`src/rtl/key_cond_pkg.sv`:
```
// Shared types, defaults and helpers for the key conditioner.
// Optional feature macro: KEY_REPEAT_EN (auto-repeat on press_o).
package key_cond_pkg;

    // Per-channel auto-repeat state.
    typedef enum logic [1:0] {
        IDLE        = 2'd0,
        HOLD_DELAY  = 2'd1,
        HOLD_REPEAT = 2'd2
    } rep_state_t;

    localparam int DEF_NUM_CH          = 4;
    localparam int DEF_SYNC_STAGES     = 2;
    localparam int DEF_DEBOUNCE_CYCLES = 4;
    localparam int DEF_REPEAT_DELAY    = 16;
    localparam int DEF_REPEAT_PERIOD   = 4;

    // Counter width able to hold 0..max-1, never narrower than one bit.
    function automatic int cnt_width(input int max);
        int w;
        w = $clog2(max);
        if (w < 1) begin
            w = 1;
        end
        return w;
    endfunction

endpackage

```
`src/rtl/key_cond_chan.sv`:
```
// One conditioner channel: synchroniser chain, debounce counter,
// registered rise/fall pulses and the press pulse. Auto-repeat on press_o
// is built only when KEY_REPEAT_EN is defined.
module key_cond_chan
    import key_cond_pkg::*;
#(
    parameter int SYNC_STAGES     = DEF_SYNC_STAGES,
    parameter int DEBOUNCE_CYCLES = DEF_DEBOUNCE_CYCLES,
    parameter int REPEAT_DELAY    = DEF_REPEAT_DELAY,
    parameter int REPEAT_PERIOD   = DEF_REPEAT_PERIOD
) (
    input  logic clk,
    input  logic reset,
    input  logic key_i,
    output logic level_o,
    output logic rise_o,
    output logic fall_o,
    output logic press_o
);

    localparam int                CNT_W    = cnt_width(DEBOUNCE_CYCLES);
    localparam logic [CNT_W-1:0]  CNT_LAST = CNT_W'(DEBOUNCE_CYCLES - 1);
    localparam logic [CNT_W-1:0]  CNT_ONE  = CNT_W'(1);

    logic [SYNC_STAGES-1:0] sync_q;
    logic                   s;
    logic [CNT_W-1:0]       cnt_q;
    logic [CNT_W-1:0]       cnt_d;
    logic                   level_q;
    logic                   level_d;
    logic                   rise_q;
    logic                   rise_d;
    logic                   fall_q;
    logic                   fall_d;

    // Shift the raw key through the synchroniser chain.
    always_ff @(posedge clk) begin
        if (reset) begin
            sync_q <= '0;
        end else begin
            sync_q <= {sync_q[SYNC_STAGES-2:0], key_i};
        end
    end

    assign s = sync_q[SYNC_STAGES-1];

    // Debounce: accept a new level only after DEBOUNCE_CYCLES disagreeing samples.
    always_comb begin
        cnt_d   = cnt_q;
        level_d = level_q;
        rise_d  = 1'b0;
        fall_d  = 1'b0;
        if (s == level_q) begin
            cnt_d = '0;
        end else if (cnt_q == CNT_LAST) begin
            level_d = s;
            cnt_d   = '0;
            rise_d  = s;
            fall_d  = ~s;
        end else begin
            cnt_d = cnt_q + CNT_ONE;
        end
    end

    // Register level, counter and edge pulses together so pulses align with level.
    always_ff @(posedge clk) begin
        if (reset) begin
            cnt_q   <= '0;
            level_q <= 1'b0;
            rise_q  <= 1'b0;
            fall_q  <= 1'b0;
        end else begin
            cnt_q   <= cnt_d;
            level_q <= level_d;
            rise_q  <= rise_d;
            fall_q  <= fall_d;
        end
    end

    assign level_o = level_q;
    assign rise_o  = rise_q;
    assign fall_o  = fall_q;

`ifdef KEY_REPEAT_EN
    localparam int               RCNT_W      = cnt_width((REPEAT_DELAY > REPEAT_PERIOD) ?
                                                         REPEAT_DELAY : REPEAT_PERIOD);
    localparam logic [RCNT_W-1:0] DELAY_LAST  = RCNT_W'(REPEAT_DELAY - 1);
    localparam logic [RCNT_W-1:0] PERIOD_LAST = RCNT_W'(REPEAT_PERIOD - 1);
    localparam logic [RCNT_W-1:0] RCNT_ONE    = RCNT_W'(1);

    rep_state_t        state_q;
    logic [RCNT_W-1:0] rcnt_q;
    logic              press_q;

    // Auto-repeat FSM; decisions use the next level so pulses never outlive the key.
    always_ff @(posedge clk) begin
        if (reset) begin
            state_q <= IDLE;
            rcnt_q  <= '0;
            press_q <= 1'b0;
        end else if (!level_d) begin
            state_q <= IDLE;
            rcnt_q  <= '0;
            press_q <= 1'b0;
        end else begin
            case (state_q)
                IDLE: begin
                    rcnt_q <= '0;
                    if (rise_d) begin
                        press_q <= 1'b1;
                        state_q <= HOLD_DELAY;
                    end else begin
                        press_q <= 1'b0;
                    end
                end
                HOLD_DELAY: begin
                    if (rcnt_q == DELAY_LAST) begin
                        press_q <= 1'b1;
                        rcnt_q  <= '0;
                        state_q <= HOLD_REPEAT;
                    end else begin
                        press_q <= 1'b0;
                        rcnt_q  <= rcnt_q + RCNT_ONE;
                    end
                end
                HOLD_REPEAT: begin
                    if (rcnt_q == PERIOD_LAST) begin
                        press_q <= 1'b1;
                        rcnt_q  <= '0;
                    end else begin
                        press_q <= 1'b0;
                        rcnt_q  <= rcnt_q + RCNT_ONE;
                    end
                end
                default: begin
                    state_q <= IDLE;
                    rcnt_q  <= '0;
                    press_q <= 1'b0;
                end
            endcase
        end
    end

    assign press_o = press_q;
`else
    // Without auto-repeat, a press is simply the debounced rising edge.
    assign press_o = rise_q;
`endif

endmodule

```
`src/rtl/key_conditioner.sv`:
```
// N-channel conditioner for asynchronous buttons/switches: synchronise,
// debounce, and emit clean level plus rise/fall/press pulses per channel.
// Optional feature macro: KEY_REPEAT_EN (auto-repeat on press_o).
module key_conditioner
    import key_cond_pkg::*;
#(
    parameter int NUM_CH          = DEF_NUM_CH,
    parameter int SYNC_STAGES     = DEF_SYNC_STAGES,
    parameter int DEBOUNCE_CYCLES = DEF_DEBOUNCE_CYCLES,
    parameter int REPEAT_DELAY    = DEF_REPEAT_DELAY,
    parameter int REPEAT_PERIOD   = DEF_REPEAT_PERIOD
) (
    input  logic              clk,
    input  logic              reset,
    input  logic [NUM_CH-1:0] key_i,
    output logic [NUM_CH-1:0] level_o,
    output logic [NUM_CH-1:0] rise_o,
    output logic [NUM_CH-1:0] fall_o,
    output logic [NUM_CH-1:0] press_o
);

    // Channels are fully independent; one instance each.
    for (genvar g = 0; g < NUM_CH; g++) begin : g_ch
        key_cond_chan #(
            .SYNC_STAGES    (SYNC_STAGES),
            .DEBOUNCE_CYCLES(DEBOUNCE_CYCLES),
            .REPEAT_DELAY   (REPEAT_DELAY),
            .REPEAT_PERIOD  (REPEAT_PERIOD)
        ) u_chan (
            .clk    (clk),
            .reset  (reset),
            .key_i  (key_i[g]),
            .level_o(level_o[g]),
            .rise_o (rise_o[g]),
            .fall_o (fall_o[g]),
            .press_o(press_o[g])
        );
    end

endmodule

```
`config.mk`:
```
export PLATFORM = sky130hd
export DESIGN_NAME = key_conditioner
export DESIGN_NICKNAME = d
export VERILOG_FILES = /design/src/rtl/key_cond_pkg.sv /design/src/rtl/key_cond_chan.sv /design/src/rtl/key_conditioner.sv
export SDC_FILE = /design/constraint.sdc
export NUM_CORES = 1
export LEC_CHECK = 0
export ABC_AREA = 0
export CORE_UTILIZATION = 47
export CTS_BUF_LIST = sky130_fd_sc_hd__clkbuf_16
export CTS_CLUSTER_DIAMETER = 150
export DETAILED_ROUTE_END_ITERATION = 7
export MAX_ROUTING_LAYER = met4
export PLACE_DENSITY_LB_ADDON = 0.05
export SLEW_MARGIN = 25
export SYNTH_ARGS = -nofsm -noshare
export SYNTH_HDL_FRONTEND = slang
export SYNTH_HIERARCHICAL = 1
export SYNTH_SLANG_ARGS = --single-unit
```
`constraint.sdc`:
```
create_clock -name clk -period 1 [get_ports clk]
set_input_delay 0.2 -clock clk [delete_from_list [all_inputs] [get_ports clk]]
set_output_delay 0.2 -clock clk [all_outputs]
set_load 0.02 [all_outputs]
```
# --- Word level (Yosys, flattened, before mapping) ---
# Index checks and enable logic that the tools add are counted.
# W data, S select, Z words.
op_classes:
  add_sub_neg: 4
  reduce_logical: 12
  n_bitwise: 12
  order_cmp: 0
  n_div: 0
  eq_ne: 8
  n_shift: 0
  muxes: 0
  n_mul: 0
op_table:
  columns: ["operator", "n"]
  rows:
  - ["$reduce_or A3 Y1", 8]
  - ["$not A1 Y1", 12]
  - ["$add A2 B1 Y2 const B", 4]
  - ["$eq A2 B2 Y1 const B", 4]
  - ["$reduce_and A2 Y1", 4]
  - ["$eq A1 B1 Y1", 4]
word_totals:
  word_cells: 56
  n_memories: 0
  mem_bits_ro: 0
  out_inout_bits: 16
  ramBits: 0
  regBits: 28
  inputBits: 6
  latchBits: 0

# --- Longest topological paths before layout ---
logic_depth:
  word_depth: 3
  ltp_mapped: 3
  depth_no_buf: 3

# --- By module ---
# Netlist, hierarchy kept.
by_module_without_submodules:
  columns: ["module", "area_each_um2", "seq_area_each_um2", "instances", "cells_per_inst"]
  rows:
  - ["key_cond_chan", 241.5, 140.1, 4, 18]

# --- Worst setup path after synthesis ---
# OpenSTA, ideal clock, no wires.
synth_timing:
  path_type: "register to register"
  start: "register g_ch[0].u_chan.level_q"
  end: "register g_ch[0].u_chan.cnt_q[1]"
  required_ns: 0.913
  stages_incl_launch_ff: 3
  synth_period_minus_slack_ns: 0.885
  path_buffers: 0
  slack_ns: 0.115
  t_arrival_ns: 0.798
  setup_ns: 0.087
  path_cell_list: "dfxtp_1 -> xnor2_1 -> nor4b_2"
synth_between:
  elab_chain_len: 2
synth_lines:
  columns: ["element", "line_no", "source"]
  rows:
  - ["start: declaration", "key_cond_chan.sv:29", "logic level_q;"]
  - ["start signal: assignment", "key_cond_chan.sv:74", "level_q <= level_d;"]
  - ["$eq A1 B1 Y1", "key_cond_chan.sv:53", "if (s == level_q) begin"]
  - ["$reduce_or A3 Y1 (no source line)", null, null]
  - ["end signal: assignment", "key_cond_chan.sv:73", "cnt_q <= cnt_d;"]
  - ["end: declaration", "key_cond_chan.sv:27", "logic [CNT_W-1:0] cnt_q;"]
# No other way between the ends.
# A chain may end at the register's enable or synchronous reset.

# --- Worst setup path in the final report ---
layout_timing:
  start: "register g_ch[3].u_chan.cnt_q[0]"
  end: "register g_ch[3].u_chan.level_q"
layout_between:
  elab_chain_len: 2
layout_lines:
  columns: ["element", "line_no", "source"]
  rows:
  - ["start: declaration", "key_cond_chan.sv:27", null]
  - ["start signal: assignment", "key_cond_chan.sv:73", null]
  - ["$eq A2 B2 Y1", "key_cond_chan.sv:55", "end else if (cnt_q == CNT_LAST) begin"]
  - ["$reduce_and A2 Y1 (no source line)", null, null]
  - ["end signal: assignment", "key_cond_chan.sv:74", null]
  - ["end: declaration", "key_cond_chan.sv:29", null]
# No other way between the ends.

==> results.py <==
metrics = {
    "outcome": {
        "run_status": "finished clean",
    },
    "clock_tree": {
        "worst_case_clock_buffer_depth": 2,
        "cts_post_setup_buffers_inserted": 0,
        "cts_made_buffers": 3,
        "cts_sinks": 28,
        "clkLatencyLatePin_ps": 260,
        "cts_tree": "built",
        "clock_transition_at_the_register_clock_pins_on_the_worst_setup_and_hold_paths_after_cts_ps": 70,
        "postCtsHoldBufs": 0,
        "cts-htree-levels": 1,
        "ctsRootBufferMaster": "sky130_fd_sc_hd__clkbuf_16",
    },
    "synth": {
        "syn_inst": 72,
        "synth.cell_area_um2": 966,
        "postSynthRegisterBits": 28,
        "synth_fp_nets": 82,
        "yosys_warnings": 6,
        "syn-mean-instance-area_um2": 13.4,
        "synth.yosys.seq_area_share": 0.580,
        "synth.distinct_cells": 10,
    },
    "floorplanning": {
        "fp.coreArea_um2": 1940,
        "fp-row-count": 16,
        "initial_utilization": 0.497,
        "fp.dieArea_um2": 2240,
        "die-height_um": 47.3,
        "number_of_i_o_pins": 22,
        "dieWidth_um": 47.3,
    },
    "route": {
        "drc": 0,
        "drt-wirelength-per-cell_um": 13.6,
        "antenna_left": 0,
        "detailedRoute.firstIterationViolations": 9,
        "route.vias.total": 623,
        "drt-pass1-iter-count": 4,
        "detail_route.wirelength_um": 1720,
        "via_per_inst": 4.91,
    },
    "min_path": {
        "worst_hold_startpoint": "reset",
        "worst_hold_path.endpoint": "g_ch[3].u_chan/cnt_q[0]$_SDFF_PP0_",
        "hold_class": "input port to flop",
        "whs_path_depth": 3,
    },
    "placed_design": {
        "dpl.cell_count": 122,
        "port_buffers": 21,
        "hpwlAfterDp_um": 1000,
        "pre_cts_setup_slack_ps": -233,
        "gp_congestion": 0.729,
    },
    "worst_setup_path": {
        "cp_cell_sequence": "ha_2 > mux2i_1 > nor2_1",
        "critical-path-top-delay-family": "flip-flops",
        "critical_path.max_stage_delay_ps": 350,
        "timing.critical_path.fanout_max": 5,
        "critical_path_cell_count": 3,
        "cp-end-kind": "flop",
        "setup.worst_path.start_class": "flop",
        "cpMaxStageDelayCell": "sky130_fd_sc_hd__dfxtp_1",
        "worstSetupPathType": "flop to flop",
        "rrSetupSlack_ps": 20,
        "worstPathBufferInverterCount": 0,
        "timing.critical_path.arrival_ps": 1130,
        "r2r_start": "g_ch[3].u_chan/cnt_q[0]$_SDFF_PP0_",
        "worst-r2r-cell-count": 3,
        "worst-endpoint-required_ps": 1150,
        "critical_path.reg2reg.endpoint": "g_ch[3].u_chan/level_o$_SDFFE_PP0P_",
    },
    "global_routing": {
        "grt_start_max_net_pins": 23,
        "antenna_found_initial": 0,
        "grt_pass1_vias": 527,
        "grt_first_pass_wirelength_um": 2190,
        "globalRoute.totalOverflow": 0,
        "global_routing_usage_summed_across_all_routing_layers": 0.152,
    },
    "sta": {
        "total_count_of_max_transition_violations_in_the_final_report": 0,
        "achievable-frequency_mhz": 1020,
        "final_setup_slack_of_the_worst_path_ps": 22.7,
        "grt_setup_unrepaired": "yes",
        "layout_worst_path_cycle_share": 0.977,
        "post-route-min-period_ps": 977,
        "timing_worst_slew_pin_value_ps": 298,
        "maxSlewHeadroom": 0.800,
        "final.setup_skew_ps": 2.64,
        "setup-violations-final": 0,
        "timing.final.hold_violations": 0,
    },
    "power_and_ir_drop": {
        "max-vdd-ir-drop_uv": 1410,
        "static-leakage-power_nw": 0.550,
        "powerDensity_nw_per_um2": 1790,
    },
    "finish": {
        "antenna-diode-count": 0,
        "finalNonFillerCells": 127,
        "area_growth_from_synthesis_to_layout_pct": 38.5,
        "drive_gt1_frac": 0.450,
        "nNetsFinal": 111,
    },
    "flow_run": {
        "maxCapViolations": 0,
    },
}
metal layers:
layer | up-vias | wire length, um | global-route usage
li1 | 312 | - | -
met1 | 296 | 795 | 0.165
met2 | 13 | 853 | 0.244
met3 | 2 | 54 | 0.0346
met4 | 0 | 21 | 0.103
met5 | - | 0 | -
layout make-up:
| class | count | area (um^2) |
|---|---|---|
| flip-flops and latches | 28 | 561 |
| multi-input cells | 40 | 418 |
| clock buffers | 3 | 75.1 |
| clock inverters | 1 | 30.0 |
| repair buffers | 28 | 220 |
| fillers | 155 | 604 |
| well taps | 27 | 33.8 |
cells in the mapped netlist:
cell type,count,area (um^2)
sky130_fd_sc_hd__dfxtp_1,28,561
sky130_fd_sc_hd__xnor2_1,4,35.0
sky130_fd_sc_hd__nor4b_2,4,60.1
sky130_fd_sc_hd__nor4_1,4,25.0
sky130_fd_sc_hd__mux2i_1,4,40.0
sky130_fd_sc_hd__buf_4,4,30.0
sky130_fd_sc_hd__nor2_1,4,15.0
sky130_fd_sc_hd__ha_1,4,50.1
sky130_fd_sc_hd__nor2b_1,8,50.1
sky130_fd_sc_hd__and4bb_2,8,100
power breakdown:
part	internal, mW	switching, mW	leakage, nW
registers	1.13	0.0127	0.228
clock network	0.796	0.361	0.0511
logic	0.0579	0.0349	0.271
total	1.99	0.409	0.550
flip-flops by register name (all words and copies together) (netlist names):
name	flops
g_ch.u_chan/press_o	4
g_ch.u_chan/cnt_q	8
g_ch.u_chan/fall_o	4
g_ch.u_chan/sync_q	8
g_ch.u_chan/level_o	4
kinds of logic after synthesis:
kind of cell / share of synthesized area
adder cells (fa/ha/maj): 0.0518
multiplexers: 0.0415
buffers and inverters: 0.0311
XOR/XNOR: 0.0363
AND/OR/NAND/NOR: 0.259
flip-flops: 0.580
worst register-to-register path: stages (launching register included):
cell and delay, ps:
sky130_fd_sc_hd__dfxtp_1 350, sky130_fd_sc_hd__ha_2 250, sky130_fd_sc_hd__mux2i_1 220, sky130_fd_sc_hd__nor2_1 50
placed cells by master, fill, tap and decap left out:
cell / count
sky130_fd_sc_hd__and4bb_2: 8
sky130_fd_sc_hd__buf_12: 1
sky130_fd_sc_hd__buf_2: 14
sky130_fd_sc_hd__buf_4: 7
sky130_fd_sc_hd__bufinv_16: 1
sky130_fd_sc_hd__clkbuf_16: 4
sky130_fd_sc_hd__clkdlybuf4s50_1: 4
sky130_fd_sc_hd__dfxtp_1: 28
sky130_fd_sc_hd__dlymetal6s2s_1: 1
sky130_fd_sc_hd__ha_2: 2
sky130_fd_sc_hd__ha_4: 2
sky130_fd_sc_hd__mux2i_1: 4
sky130_fd_sc_hd__nor2_1: 4
sky130_fd_sc_hd__nor2b_1: 8
sky130_fd_sc_hd__nor4_1: 2
sky130_fd_sc_hd__nor4_2: 2
sky130_fd_sc_hd__nor4b_2: 4
sky130_fd_sc_hd__xnor2_1: 4
per-stage QoR:
step / hold WS, ps / total power, mW / util / setup TNS, ps / instance area (um^2)
after floorplan: 272 / 1.20 / - / 0 / 966
after global placement: 416 / 1.25 / 0.637 / -5730 / 1240
after detailed placement: 421 / 1.25 / 0.637 / -6240 / 1240
after CTS: 430 / 2.40 / 0.651 / 0 / 1260
after global routing: 430 / 2.47 / 0.689 / -54.6 / 1340
final: 421 / 2.40 / 0.689 / 0 / 1340
timing repair:
action / in CTS / in global routing
gates cloned: 0 / 1
endpoints found under the hold margin: 0 / 0
endpoints found under the setup margin: 17 / 11
pin swaps: 0 / 0
resized for setup: 65 / 10
how the worst max path moves through the flow:
stage / from / endpoint / slack [ps]
floorplan: g_ch[0].u_chan/level_o$_SDFFE_PP0P_ / g_ch[0].u_chan/cnt_q[1]$_SDFF_PP0_ / 110
global placement: reset / g_ch[2].u_chan/press_o$_SDFF_PP0_ / -230
detailed placement: reset / g_ch[0].u_chan/press_o$_SDFF_PP0_ / -230
CTS: g_ch[1].u_chan/press_o$_SDFF_PP0_ / press_o[1] / 2
global route: g_ch[3].u_chan/cnt_q[0]$_SDFF_PP0_ / g_ch[3].u_chan/level_o$_SDFFE_PP0P_ / -30
finish: g_ch[3].u_chan/cnt_q[0]$_SDFF_PP0_ / g_ch[3].u_chan/level_o$_SDFFE_PP0P_ / 20
No activity file was read; power rests on OpenSTA's default activity.
